File: config.mk
export PLATFORM = sky130hd
export DESIGN_NAME = pwm_fade_ctrl
export DESIGN_NICKNAME = d
export VERILOG_FILES = /design/src/rtl/pwm_pkg.sv /design/src/rtl/pwm_period_tracker.sv /design/src/rtl/pwm_fade_ctrl.sv
export SDC_FILE = /design/constraint.sdc
export NUM_CORES = 1
export LEC_CHECK = 0
export ABC_CLOCK_PERIOD_IN_PS = 23200
export CORE_ASPECT_RATIO = 0.9
export CORE_MARGIN = 10
export CORE_UTILIZATION = 40
export CTS_CLUSTER_SIZE = 14
export DETAILED_ROUTE_END_ITERATION = 10
export MAX_ROUTING_LAYER = met4
export PLACE_DENSITY = 0.6
export SETUP_SLACK_MARGIN = 0.02
export SLEW_MARGIN = 15
export SYNTH_ARGS = -nofsm -noshare
export SYNTH_HDL_FRONTEND = slang
export SYNTH_SLANG_ARGS = --single-unit
File: constraint.sdc
create_clock -name clk -period 23.2 [get_ports clk]
set_clock_uncertainty 0.15 [all_clocks]
set_input_delay 2.32 -clock clk [delete_from_list [all_inputs] [get_ports clk]]
set_output_delay 2.32 -clock clk [all_outputs]
set_load 0.01 [all_outputs]
File: src/rtl/pwm_pkg.sv
// Shared definitions for the pwm fade sequencer: FSM state encoding and reset constants.
package pwm_pkg;

  typedef enum logic [1:0] {
    ST_IDLE  = 2'd0,
    ST_RISE  = 2'd1,
    ST_FALL  = 2'd2,
    ST_DRAIN = 2'd3
  } fade_state_e;

  localparam int TOP_RST = 255;
  localparam int MAX_RST = 255;
  localparam int TOP_MIN = 2;

endpackage

File: src/rtl/pwm_period_tracker.sv
// Mirrors a pwm counter sharing clk/rst: counts 0..P-1 and flags the last cycle of each period.
module pwm_period_tracker #(
  parameter int W = 16
) (
  input  logic         clk,
  input  logic         rst,
  input  logic [W-1:0] top,
  input  logic         mode,
  output logic [W:0]   pcnt,
  output logic         period_o
);

  logic [W:0] pcnt_q, pcnt_d;
  logic [W:0] last;

  // Sawtooth period is top+1 cycles, triangle period is 2*top cycles.
  always_comb begin
    last     = mode ? ({top, 1'b0} - (W+1)'(1)) : {1'b0, top};
    period_o = (pcnt_q == last);
    pcnt_d   = period_o ? '0 : pcnt_q + (W+1)'(1);
  end

  always_ff @(posedge clk) begin
    if (rst) pcnt_q <= '0;
    else     pcnt_q <= pcnt_d;
  end

  assign pcnt = pcnt_q;

endmodule

File: src/rtl/pwm_fade_ctrl.sv
// Breathing-ramp sequencer driving top/comp/mode of one pwm channel, changes applied on period boundaries.
// Optional build macro PWM_FADE_GAMMA_EN selects a squared level-to-compare curve.
module pwm_fade_ctrl
  import pwm_pkg::*;
#(
  parameter int W      = 16,
  parameter int LVL_W  = 8,
  parameter int HOLD_W = 8
) (
  input  logic              clk,
  input  logic              rst,
  input  logic              cfg_valid,
  output logic              cfg_ready,
  input  logic [W-1:0]      cfg_top,
  input  logic              cfg_mode,
  input  logic [LVL_W-1:0]  cfg_min,
  input  logic [LVL_W-1:0]  cfg_max,
  input  logic [LVL_W-1:0]  cfg_step,
  input  logic [HOLD_W-1:0] cfg_hold,
  input  logic              start,
  input  logic              stop,
  output logic [W-1:0]      top_o,
  output logic [W-1:0]      comp_o,
  output logic              mode_o,
  output logic              period_o,
  output logic              busy
);

  fade_state_e state_q, state_d, act_st;
  logic [LVL_W-1:0]  level_q, level_d, min_q, min_d, max_q, max_d, step_q, step_d;
  logic [HOLD_W-1:0] hold_q, hold_d, hcnt_q, hcnt_d;
  logic [W-1:0]      top_q, top_d, comp_q, comp_d;
  logic              mode_q, mode_d, pending_q, pending_d, start_q, start_d, stop_q, stop_d;
  logic [W-1:0]      sh_top_q, sh_top_d;
  logic              sh_mode_q, sh_mode_d;
  logic [LVL_W-1:0]  sh_min_q, sh_min_d, sh_max_q, sh_max_d, sh_step_q, sh_step_d;
  logic [HOLD_W-1:0] sh_hold_q, sh_hold_d;

  logic [W-1:0]      c_top;
  logic [LVL_W-1:0]  c_min, c_max, c_step, up_sat, dn_sat;
  logic [HOLD_W-1:0] c_hold;
  logic [LVL_W:0]    up, dn;
  logic              go_start, go_stop, period;
  logic [W:0]        pcnt_unused;

  function automatic logic [W-1:0] level_to_comp(input logic [LVL_W-1:0] lvl,
                                                  input logic [W-1:0] t);
`ifdef PWM_FADE_GAMMA_EN
    logic [W+2*LVL_W-1:0] p;
    p = (W+2*LVL_W)'(lvl) * (W+2*LVL_W)'(lvl) * (W+2*LVL_W)'(t);
    return p[2*LVL_W +: W];
`else
    logic [W+LVL_W-1:0] p;
    p = (W+LVL_W)'(lvl) * (W+LVL_W)'(t);
    return p[LVL_W +: W];
`endif
  endfunction

  // Only the boundary matters here; the in-period position is left for other users.
  pwm_period_tracker #(.W(W)) u_tracker (
    .clk      (clk),
    .rst      (rst),
    .top      (top_q),
    .mode     (mode_q),
    .pcnt     (pcnt_unused),
    .period_o (period)
  );

  // Config handshake: a word transfers on a cycle with cfg_valid & cfg_ready; cfg_ready depends
  // only on registered state, so the sender may hold cfg_valid and its fields until it sees ready.
  assign cfg_ready = (state_q == ST_IDLE) && !pending_q;
  assign busy      = (state_q != ST_IDLE);
  assign top_o     = top_q;
  assign comp_o    = comp_q;
  assign mode_o    = mode_q;
  assign period_o  = period;

  always_comb begin
    state_d   = state_q;   level_d = level_q; hcnt_d = hcnt_q;
    min_d     = min_q;     max_d   = max_q;   step_d = step_q; hold_d = hold_q;
    top_d     = top_q;     mode_d  = mode_q;  comp_d = comp_q;
    pending_d = pending_q;
    sh_top_d  = sh_top_q;  sh_mode_d = sh_mode_q; sh_min_d  = sh_min_q;
    sh_max_d  = sh_max_q;  sh_step_d = sh_step_q; sh_hold_d = sh_hold_q;

    // A pending config takes effect at the same boundary it is copied in.
    c_top  = pending_q ? sh_top_q  : top_q;
    c_min  = pending_q ? sh_min_q  : min_q;
    c_max  = pending_q ? sh_max_q  : max_q;
    c_step = pending_q ? sh_step_q : step_q;
    c_hold = pending_q ? sh_hold_q : hold_q;

    go_start = start_q | start;
    go_stop  = stop_q | stop;
    start_d  = go_start;
    stop_d   = go_stop;

    up     = {1'b0, level_q} + {1'b0, c_step};
    dn     = {1'b0, level_q} - {1'b0, c_step};
    up_sat = (up > {1'b0, c_max}) ? c_max : up[LVL_W-1:0];
    dn_sat = (dn[LVL_W] || (dn[LVL_W-1:0] < c_min)) ? c_min : dn[LVL_W-1:0];
    act_st = (state_q != ST_IDLE && go_stop) ? ST_DRAIN : state_q;

    if (cfg_valid && cfg_ready) begin
      sh_top_d  = (cfg_top < W'(TOP_MIN)) ? W'(TOP_MIN) : cfg_top;
      sh_mode_d = cfg_mode;
      sh_min_d  = cfg_min;
      sh_max_d  = (cfg_max < cfg_min) ? cfg_min : cfg_max;
      sh_step_d = (cfg_step == '0) ? LVL_W'(1) : cfg_step;
      sh_hold_d = cfg_hold;
      pending_d = 1'b1;
    end

    if (period) begin
      start_d = 1'b0;
      stop_d  = 1'b0;
      if (pending_q) begin
        top_d  = sh_top_q;  mode_d = sh_mode_q; min_d  = sh_min_q;
        max_d  = sh_max_q;  step_d = sh_step_q; hold_d = sh_hold_q;
        pending_d = 1'b0;
      end
      state_d = act_st;
      if (act_st == ST_IDLE) begin
        level_d = c_min;
        hcnt_d  = '0;
        if (go_start && !go_stop) state_d = ST_RISE;
      end else if (hcnt_q >= c_hold) begin
        hcnt_d = '0;
        if (act_st == ST_RISE) begin
          level_d = up_sat;
          if (up_sat == c_max) state_d = ST_FALL;
        end else begin
          level_d = dn_sat;
          if (dn_sat == c_min) begin
            if (act_st == ST_FALL) state_d = ST_RISE;
            else                   state_d = ST_IDLE;
          end
        end
      end else begin
        hcnt_d = hcnt_q + HOLD_W'(1);
      end
      comp_d = level_to_comp(level_d, c_top);
    end
  end

  always_ff @(posedge clk) begin
    if (rst) begin
      state_q   <= ST_IDLE;          level_q <= '0;
      min_q     <= '0;               max_q   <= LVL_W'(MAX_RST);
      step_q    <= LVL_W'(1);        hold_q  <= '0;
      hcnt_q    <= '0;               top_q   <= W'(TOP_RST);
      mode_q    <= 1'b0;             comp_q  <= '0;
      pending_q <= 1'b0;             start_q <= 1'b0;
      stop_q    <= 1'b0;             sh_top_q <= W'(TOP_RST);
      sh_mode_q <= 1'b0;             sh_min_q <= '0;
      sh_max_q  <= LVL_W'(MAX_RST);  sh_step_q <= LVL_W'(1);
      sh_hold_q <= '0;
    end else begin
      state_q   <= state_d;          level_q <= level_d;
      min_q     <= min_d;            max_q   <= max_d;
      step_q    <= step_d;           hold_q  <= hold_d;
      hcnt_q    <= hcnt_d;           top_q   <= top_d;
      mode_q    <= mode_d;           comp_q  <= comp_d;
      pending_q <= pending_d;        start_q <= start_d;
      stop_q    <= stop_d;           sh_top_q <= sh_top_d;
      sh_mode_q <= sh_mode_d;        sh_min_q <= sh_min_d;
      sh_max_q  <= sh_max_d;         sh_step_q <= sh_step_d;
      sh_hold_q <= sh_hold_d;
    end
  end

endmodule

# == After elaboration in Yosys (flattened, before gate mapping) ==
# Index checks and enable logic that the tools add are counted.
# op_classes
add_sub_neg,5
mul,1
n_lt_le_gt_ge,5
n_eq_ne,5
mux,28
bitwise_logic,2
reduce_logical,13
# op_table
cell,count
$mux 8,14
$mux 16,2
$mul 8x16->24,1
$add 17x1->17 const B,1
$eq 17x17->1,1
$mux 17,1
$sub 17x1->17 const B,1
$eq 8x8->1,2
$lt 16x2->1 const B,1
$lt 8x8->1,2
$mux 2,7
$add 8x8->9,1
$gt 9x8->1,1
$sub 8x8->9,1
$add 8x1->8 const B,1
$ge 8x8->1,1
$logic_not 8->1,1
$logic_and 1x1->1,4
$logic_not 2->1,2
$mux 1,4
$eq 2x1->1 const B,1
$eq 2x2->1 const B,1
$logic_not 1->1,2
$or 1x1->1,2
other kinds (4),4
# totals
register_bits,152
out_inout_bits,36

# == Depth between registers and ports, before layout ==
# Gate-level depths: netlist (run 1).
# depth
word_depth,10
depth_mapped,46
depth_no_buf,40

# == Hierarchy ==
# Synthesis (run 1) repeated with hierarchy kept, for this count alone.
# hier_totals
hier_cells,1601
area_unflattened_um2,12931.2
# by_module_without_submodules
mod,n_inst,cells_per_inst,area_per_inst_um2
pwm_fade_ctrl,1,1369,11148.2
pwm_period_tracker,1,232,1783.0

# == Worst setup path before layout (run 1) ==
# Ideal clock, no wire load.
# synth_timing
path_kind,register to register
startpoint,reg pending_q
endpoint,"reg comp_q[15], in the netlist comp_o[15]"
arrival_ps,10135
t_required_ps,22983
slack_ps,12848
stages_incl_launch_ff,42
n_path_buf,7
period_less_slack_ps,10352
cell_sequence,dfxtp_1 -> buf_4 -> buf_2 -> buf_1 -> clkbuf_1 -> buf_1 -> mux2i_1 -> inv_1 -> fa_1 -> nor3b_1 -> nor3_1 -> o21bai_1 -> a21oi_1 -> xnor2_1 -> ha_1 -> a22oi_1 -> nand2_1 -> o211ai_1 -> (+6 left out) -> o22a_1 -> clkbuf_1 -> nor2_1 -> fa_1 -> fa_1 -> fa_1 -> inv_1 -> fa_1 -> inv_1 -> ha_1 -> nand3_1 -> a311oi_1 -> a21oi_1 -> a211oi_2 -> o211ai_2 -> a211oi_2 -> mux2_2 -> a21oi_2
# synth_via
elab_chain_cells,10
word_cells_on_any_way,18
# synth_lines
item,line_no,text
from (decl),pwm_fade_ctrl.sv:33,"logic mode_q, mode_d, pending_q, pending_d, start_q, start_d, stop_q, stop_d;"
from (signal assigned),pwm_fade_ctrl.sv:164,pending_q <= pending_d; start_q <= start_d;
$mux 8 (*),n/a,
net c_step[1],pwm_fade_ctrl.sv:40,"logic [LVL_W-1:0] c_min, c_max, c_step, up_sat, dn_sat;"
$sub 8x8->9,pwm_fade_ctrl.sv:99,"dn = {1'b0, level_q} - {1'b0, c_step};"
$lt 8x8->1,pwm_fade_ctrl.sv:101,dn_sat = (dn[LVL_W] || (dn[LVL_W-1:0] < c_min)) ? c_min : dn[LVL_W-1:0];
$logic_or 1x1->1,pwm_fade_ctrl.sv:101,
$mux 8,pwm_fade_ctrl.sv:101,
$mux 8 (*),pwm_fade_ctrl.sv:129,if (act_st == ST_RISE) begin
$mux 8 (*),pwm_fade_ctrl.sv:127,end else if (hcnt_q >= c_hold) begin
$mux 8 (*),pwm_fade_ctrl.sv:123,if (act_st == ST_IDLE) begin
$mux 8 (*),pwm_fade_ctrl.sv:114,if (period) begin
$mul 8x16->24 (*),pwm_fade_ctrl.sv:54,p = (W+LVL_W)'(lvl) * (W+LVL_W)'(t);
to (signal assigned),pwm_fade_ctrl.sv:163,mode_q <= mode_d; comp_q <= comp_d;
to (decl),pwm_fade_ctrl.sv:32,"logic [W-1:0] top_q, top_d, comp_q, comp_d;"
# The timed path passes the listed nets; every way through them passes the cells marked *. The select of a mux whose other input is x is not followed.
# A chain may end at the register's enable or synchronous reset.

# == Final worst setup path (run 1) ==
# layout_timing
startpoint,reg pending_q
endpoint,"reg comp_q[15], in the netlist comp_o[15]"
# layout_via
elab_chain_cells,10
word_cells_on_any_way,18
# layout_lines
item,line_no
$mux 8,n/a
$sub 8x8->9,pwm_fade_ctrl.sv:99
$lt 8x8->1,pwm_fade_ctrl.sv:101
$logic_or 1x1->1,pwm_fade_ctrl.sv:101
$mux 8,pwm_fade_ctrl.sv:101
$mux 8,pwm_fade_ctrl.sv:129
$mux 8,pwm_fade_ctrl.sv:127
$mux 8,pwm_fade_ctrl.sv:123
$mux 8,pwm_fade_ctrl.sv:114
$mul 8x16->24 (*),pwm_fade_ctrl.sv:54
# Mark *: on every way between the ends. The rest lies on a longest branch, timed or not. The select of a mux whose other input is x is not followed.

==> metrics.cfg, run 1 <==
[yosys]
netlist_area_um2 = 12300
ys_types = 72
synth_top_area_cell = dfxtp_1
synth_warnings = 0
seq_area_frac_synth_pct = 24.8
synthCells = 1477
synth_top_area_share_pct = 24.8
synthTopCellsByArea = dfxtp_1 (25%), fa_1 (14%), ha_1 (9.3%), nor2_1 (7.0%), mux2i_1 (5.1%)
ys.flop_type = dfxtp_1
synth_edf_count = 0
synth_seq_cells = 152
synthArstFlopShare_pct = 0
synth_area_per_cell_um2 = 8.30
synth_nets = 1707

[detailed_routing]
wl_um = 33900
dr.pass1.iters = 5
wire_per_inst_um = 17.5
vias = 10400
drt_iter0_markers = 807
ant_nets = 0
wirelength_met1_um = 17300
wl_met2_um = 14200
vias_per_cell = 5.35
drc = 0
routed.top_layer = met4
wl_met3_um = 2070

[clock_tree]
clk_pin_slew_ns = 0.07
cts.sinks = 152
clk_latency_ns = 0.44
cts_htree_levels = 4
ctsResizeCount = 0
clock_path_buffers = 2
cts-root-buf = clkbuf_16
postCtsSetupBuffers = 0
cts_made_buffers = 17
cts-hold-fix-buffers = 0
cts_tree = done

[setup_path]
crit_path_top_delay_cell = or4b_2
cp_num_buf_inv = 1
r2r_slack_ns = 12.88
rr_startpoint = pending_q$_SDFF_PP0_
slowest_delay_ns = 0.63
end_kind = flip-flop
cp-start-kind = flip-flop
crit_type = reg -> reg
critPathRequiredTime_ns = 23.41
cp_data_arrival_time_ns = 10.54
crit_fanout = 42
r2r-end = comp_o[15]$_SDFFE_PP0P_
reg2reg_depth = 33
crit_family = compound AO/OA/AOI/OAI gates
cpMostUsedCell = ha_1

[timing]
setup_violations = 0
min_period_over_period_pct = 44.5
finalHoldViolCount = 0
totalNegativeSetupSlack_ns = 0
relSlewSlack_pct = 23.2
max_freq_mhz = 96.9
period_needed_ns = 10.32
tightest_slew_ns = 1.12
grt_setup_unrepaired = false
slew_violations = 0

[layout]
fillers = 2890
final_cells = 1940
nets = 1754
drive_gt1_share_pct = 5.99
areaGrowthSynthToFinish_pct = 14.5
antenna_cells = 0

[die]
floorplan.initialDensity_pct = 40.8
rows = 60
die_w_um = 204
ioPinCount = 90
core_area_um2 = 30000
floorplan.die.height_um = 186
dieArea_um2 = 38000

[placement]
dp_hpwl_um = 25600
finalWeightedCongestion = 0.986
placed_cells = 1908
port_buffers = 89

[min_path]
hold_start = comp_o[10]$_SDFFE_PP0P_
holdPathEnd = comp_o[10]$_SDFFE_PP0P_
min_path_cells = 2
min_path_type = reg -> reg

[grt]
grt_max_degree = 89
track_usage_pct = 18.8
grt_overflow = 0
antenna_found_initial = 0
grt_pass1_vias = 10000
grt_pass1_wl_um = 56100

[status]
status = finished, final reports clean

[pwr]
leakage_nw = 6.18
ir_drop_v = 0.0000534
powerDensity_nw_per_um2 = 46.4

[flow_run]
cap_violations = 0

==> metal layers <==
metal | GRT usage, % | vias to the layer above
li1 | - | 5083
met1 | 27.4 | 4983
met2 | 26.9 | 298
met3 | 3.25 | 21
met4 | 3.28 | 0
met5 | - | -
==> tightest hold or removal path, cell delays in order, from the launching register on <==
cell     delay [ns]
dfxtp_1        0.31
nand2_1        0.05
a21oi_1        0.05
==> kinds of logic (layout without fill, tap and decap cells) <==
| group | after synthesis | after routing | share of synthesized area (%) |
|---|---|---|---|
| and+or+nand+nor | 509 | 509 | 18.6 |
| DFF | 152 | 152 | 24.8 |
| xor gates and xnor gates | 85 | 85 | 6.19 |
| adders and majority gates | 176 | 176 | 23.2 |
| buffers and inverters | 210 | 270 | 6.73 |
| AOI/OAI and AO/OA | 276 | 276 | 14.7 |
| muxes | 69 | 69 | 5.73 |
==> area by class of cell <==
cell class	instances	area [µm²]	area share, %
Multi-Input combinational cell	1115	8390	59.8
Tap cell	403	504	3.59
Sequential cell	152	3040	21.7
Clock inverter	12	141	1.01
Clock buffer	20	437	3.11
Inverter	131	493	3.51
Timing Repair Buffer	107	1020	7.29
==> how the worst max path moves through the flow <==
stage                     depth (start not counted)                 start                      end  slack (ns)
final                                            33  pending_q$_SDFF_PP0_  comp_o[15]$_SDFFE_PP0P_       12.88
after global routing                             34  pending_q$_SDFF_PP0_  comp_o[15]$_SDFFE_PP0P_       11.99
after CTS                                        33  pending_q$_SDFF_PP0_  comp_o[15]$_SDFFE_PP0P_       12.93
after detailed placement                         33  pending_q$_SDFF_PP0_  comp_o[15]$_SDFFE_PP0P_       13.01
after global placement                           33  pending_q$_SDFF_PP0_  comp_o[15]$_SDFFE_PP0P_       13.27
after floorplan                                  41  pending_q$_SDFF_PP0_  comp_o[15]$_SDFFE_PP0P_       12.85
==> cell usage after synthesis, types with 7 or more instances <==
| cell type | n |
|---|---|
| o211ai_1 | 36 |
| a21o_1 | 13 |
| dfxtp_1 | 152 |
| o21ai_0 | 30 |
| xor2_1 | 34 |
| nor3_1 | 12 |
| nand3_1 | 32 |
| clkbuf_1 | 46 |
| and3_1 | 16 |
| or2_2 | 18 |
| nand2_1 | 138 |
| buf_2 | 20 |
| fa_1 | 85 |
| xnor2_1 | 50 |
| a21oi_1 | 96 |
| mux2i_1 | 62 |
| nand2b_1 | 7 |
| a211oi_1 | 40 |
| inv_1 | 129 |
| nor2b_1 | 7 |
| ha_1 | 91 |
| nor4_1 | 10 |
| nor2_1 | 230 |
| buf_1 | 11 |
| a31oi_1 | 9 |
==> sequential cells by signal, indices dropped and copies added, names as in the netlist <==
name	count
step_q	8
start_q	1
top_o	16
pending_q	1
state_q	2
sh_step_q	8
comp_o	16
hcnt_q	8
max_q	8
sh_min_q	8
level_q	8
sh_hold_q	8
sh_top_q	16
min_q	8
sh_max_q	8
stop_q	1
mode_o	1
u_tracker.pcnt	17
hold_q	8
sh_mode_q	1
==> cell usage in the layout (no fill, tap or decap), types with 6 or more instances in the layout <==
cell             instances
nand3_1                 32
ha_1                    91
or2_2                   18
a21oi_1                 96
xnor2_1                 50
clkbuf_16               17
inv_1                  129
nand4_1                  6
a22o_1                   6
xor2_1                  34
buf_4                   19
nor2_1                 230
a211oi_1                40
nand2b_1                 7
o21ai_0                 30
nor2b_1                  7
dfxtp_1                151
fa_1                    85
mux2i_1                 62
nand4b_1                 6
mux2_2                   6
nor3_1                  12
clkdlybuf4s50_1         88
o211ai_1                36
and3_1                  16
nand2_1                137
nor4_1                  10
a31oi_1                  9
a21o_1                  13
==> report_power, final <==
| group | switching, mW | internal, mW |
|---|---|---|
| registers | 0.00599 | 0.268 |
| logic | 0.0572 | 0.0393 |
| clock network | 0.120 | 0.160 |
| total | 0.184 | 0.467 |
==> per-stage QoR <==
| stage | power [mW] | worst slack, ns | hold WS (ns) | utilization [%] | area, µm² |
|---|---|---|---|---|---|
| floorplan | 0.342 | 12.85 | 0.271 | - | 12300 |
| global placement | 0.374 | 13.27 | 0.292 | 44.8 | 13500 |
| detailed placement | 0.374 | 13.01 | 0.298 | 44.8 | 13500 |
| CTS | 0.657 | 12.93 | 0.306 | 46.7 | 14000 |
| global route | 0.680 | 11.99 | 0.329 | 46.7 | 14000 |
| finish | 0.651 | 12.88 | 0.303 | 46.7 | 14000 |
Note: power is estimated with default switching activity, not from simulation.
==> inputs of run 2 (changes only) <==
--- a/config.mk
+++ b/config.mk
@@ -5,7 +5,7 @@
 export SDC_FILE = /design/constraint.sdc
 export NUM_CORES = 1
 export LEC_CHECK = 0
-export ABC_CLOCK_PERIOD_IN_PS = 23200
+export ABC_CLOCK_PERIOD_IN_PS = 10300
 export CORE_ASPECT_RATIO = 0.9
 export CORE_MARGIN = 10
 export CORE_UTILIZATION = 40
==> constraint.sdc (replaced) <==
create_clock -name clk -period 10.3 [get_ports clk]
set_clock_uncertainty 0.15 [all_clocks]
set_input_delay 1.03 -clock clk [delete_from_list [all_inputs] [get_ports clk]]
set_output_delay 1.03 -clock clk [all_outputs]
set_load 0.01 [all_outputs]
==> run 2 against run 1 <==
Against the previous run: sequential power increased by 120%; via count is 1.1% lower; fmax up 8.4%; non-clock buffer count is the same; count of clock-buffer cells in the layout decreased by 2; clock power up 120%; global-route usage shrank 0.17 points; final area about the same; sequential cell count unchanged; critical path depth decreased by 1; wire length is 0.41% higher; die area unchanged.
==> metrics.cfg, run 2 (synthesis results as in run 1) <==
[clock_tree]
cts-root-buf = clkbuf_16  ; unchanged
cts.sinks = 152  ; unchanged
clock_path_buffers = 2  ; unchanged
clk_latency_ns = 0.44  ; about the same
ctsResizeCount = 0  ; unchanged
cts_made_buffers = 17  ; unchanged
clk_pin_slew_ns = 0.07  ; about the same
cts-hold-fix-buffers = 0  ; unchanged
cts_htree_levels = 4  ; unchanged
cts_tree = done  ; unchanged
postCtsSetupBuffers = 0  ; unchanged

[layout]
largest_reg_flops = 17  ; unchanged
final_cell_mix = nor2_1 (230), dfxtp_1 (151), nand2_1 (137), inv_1 (129), a21oi_1 (96)  ; unchanged
nets = 1754  ; unchanged
drive_gt1_share_pct = 6.57  ; was 5.99%
final_cells = 1940  ; unchanged
layout_commonest_cell = nor2_1  ; unchanged
areaGrowthSynthToFinish_pct = 14.5  ; about the same
antenna_cells = 0  ; unchanged

[pwr]
pwr-share-clk_pct = 42.5  ; was 43.1%
ir_drop_v = 0.000101  ; was 0.0000534 V
powerDensity_nw_per_um2 = 103  ; was 46.4 nW/µm²
p_comb_share_pct = 15.0  ; was 14.8%
leakage_nw = 6.19  ; was 6.18 nW
swShare_pct = 29.7  ; was 28.2%
power.internal_mw = 1.02  ; was 0.467 mW
seq_power_share_pct = 42.5  ; was 42.0%
power.switching_mw = 0.430  ; was 0.184 mW

[status]
status = finished, final reports clean  ; unchanged

[timing]
relSlewSlack_pct = 21.1  ; was 23.2%
slew_violations = 0  ; unchanged
period_needed_ns = 9.52  ; was 10.32 ns
final.setup.worst_slack_ns = 0.778  ; was 12.88 ns
max_freq_mhz = 105  ; was 96.9 MHz
finalHoldViolCount = 0  ; unchanged
min_period_over_period_pct = 92.4  ; was 44.5%
setup_violations = 0  ; unchanged
tightest_slew_ns = 1.15  ; was 1.12 ns
grt_setup_unrepaired = false  ; unchanged
totalNegativeSetupSlack_ns = 0  ; unchanged

[setup_path]
cp-start-kind = flip-flop  ; unchanged
slowest_delay_ns = 0.53  ; was 0.63 ns
critPathRequiredTime_ns = 10.52  ; was 23.41 ns
r2r_slack_ns = 0.78  ; was 12.88 ns
cp_data_arrival_time_ns = 9.74  ; was 10.54 ns
cpMostUsedCell = fa_1  ; was ha_1
crit_type = reg -> reg  ; unchanged
crit_fanout = 17  ; was 42
crit_path_top_delay_cell = fa_1  ; was or4b_2
end_kind = flip-flop  ; unchanged

[detailed_routing]
dr.pass1.iters = 5  ; unchanged
wl_um = 34000  ; was 33900 µm
wire_per_inst_um = 17.5  ; about the same
vias = 10300  ; was 10400
drt_iter0_markers = 645  ; was 807
vias_per_cell = 5.29  ; was 5.35
ant_nets = 0  ; unchanged
drc = 0  ; unchanged

[grt]
track_usage_pct = 18.7  ; was 18.8%
grt_max_degree = 84  ; was 89
grt_pass1_wl_um = 55200  ; was 56100 µm
grt_overflow = 0  ; unchanged
antenna_found_initial = 0  ; unchanged
grt_pass1_vias = 10000  ; about the same

[placement]
port_buffers = 89  ; unchanged
dp_hpwl_um = 26100  ; was 25600 µm
finalWeightedCongestion = 0.956  ; was 0.986
placed_cells = 1908  ; unchanged
pre_cts_ws_ns = 0.385  ; was 13.01 ns

[die]
floorplan.die.height_um = 186  ; unchanged
core_area_um2 = 30000  ; unchanged
die_w_um = 204  ; unchanged
floorplan.initialDensity_pct = 40.8  ; unchanged
dieArea_um2 = 38000  ; unchanged
ioPinCount = 90  ; unchanged
rows = 60  ; unchanged

[flow_run]
cap_violations = 0  ; unchanged

[min_path]
min_path_type = reg -> reg  ; unchanged

## run 2: changes by cell type in the layout (fill, tap and decap cells not counted), moves of 2 or more
cell        delta
clkinvlp_4     -2
o22a_2         +5
clkbuf_1       -3
bufinv_16      -2
o22a_1         -5
inv_6          +3
## run 2: worst max-delay path: cells and delay by family (launching register included)
kind / cells / cell delay, ns
AND/OR/NAND/NOR: 6 / 1.33
buffers and inverters: 2 / 0.21
AO/OA/AOI/OAI: 14 / 2.95
multiplexers: 2 / 0.84
flip-flops: 1 / 0.50
XOR/XNOR: 1 / 0.27
adder cells (fa/ha/maj): 7 / 3.19
## run 2: per-stage QoR
| stage | hold slack [ns] | power (mW) | instance area, µm² | util, % |
|---|---|---|---|---|
| 3_3_place_gp | 0.293 | 0.842 | 13500 | 44.8 |
| 5_1_grt | 0.325 | 1.51 | 14000 | 46.7 |
| 6_report | 0.305 | 1.45 | 14000 | 46.7 |
| 4_1_cts | 0.307 | 1.46 | 14000 | 46.7 |
| 3_5_place_dp | 0.298 | 0.845 | 13500 | 44.8 |
| 2_1_floorplan | 0.271 | 0.770 | 12300 | - |
## run 2: cell type report
type,count,area (µm²)
Fill cell,2929,16000
Multi-Input combinational cell,1115,8400
Sequential cell,152,3040
Timing Repair Buffer,107,1020
Tap cell,403,504
Inverter,131,493
Clock buffer,18,439
Clock inverter,14,129
## run 2: final timing paths
kind / start / end / cells past startpoint
hold reg to reg: comp_o[10]$_SDFFE_PP0P_ / comp_o[10]$_SDFFE_PP0P_ / 2
setup reg to reg: pending_q$_SDFF_PP0_ / comp_o[15]$_SDFFE_PP0P_ / 32
setup / recovery: pending_q$_SDFF_PP0_ / comp_o[15]$_SDFFE_PP0P_ / 32
hold / removal: comp_o[10]$_SDFFE_PP0P_ / comp_o[10]$_SDFFE_PP0P_ / 2
## run 2: power groups by stage
stage	registers, mW	clock network [mW]	logic [mW]
3_3_place_gp	0.628	0	0.214
2_1_floorplan	0.622	0	0.148
4_1_cts	0.615	0.629	0.219
3_5_place_dp	0.628	0	0.216
5_1_grt	0.617	0.653	0.244
6_report	0.615	0.615	0.218
## run 2: metal layers
layer  wire (µm)  GRT usage, %
met1       17700          27.2
met5           0             -
met4         442          4.17
met2       14200          26.0
met3        1690          3.48
==> inputs of run 3 (changes only) <==
--- a/config.mk
+++ b/config.mk
@@ -9,6 +9,7 @@
 export CORE_ASPECT_RATIO = 0.9
 export CORE_MARGIN = 10
 export CORE_UTILIZATION = 40
+export CTS_CLUSTER_DIAMETER = 30
 export CTS_CLUSTER_SIZE = 14
 export DETAILED_ROUTE_END_ITERATION = 10
 export MAX_ROUTING_LAYER = met4
==> results of run 3 <==
No change in the layout: final DEF, timing and power equal those of run 2.
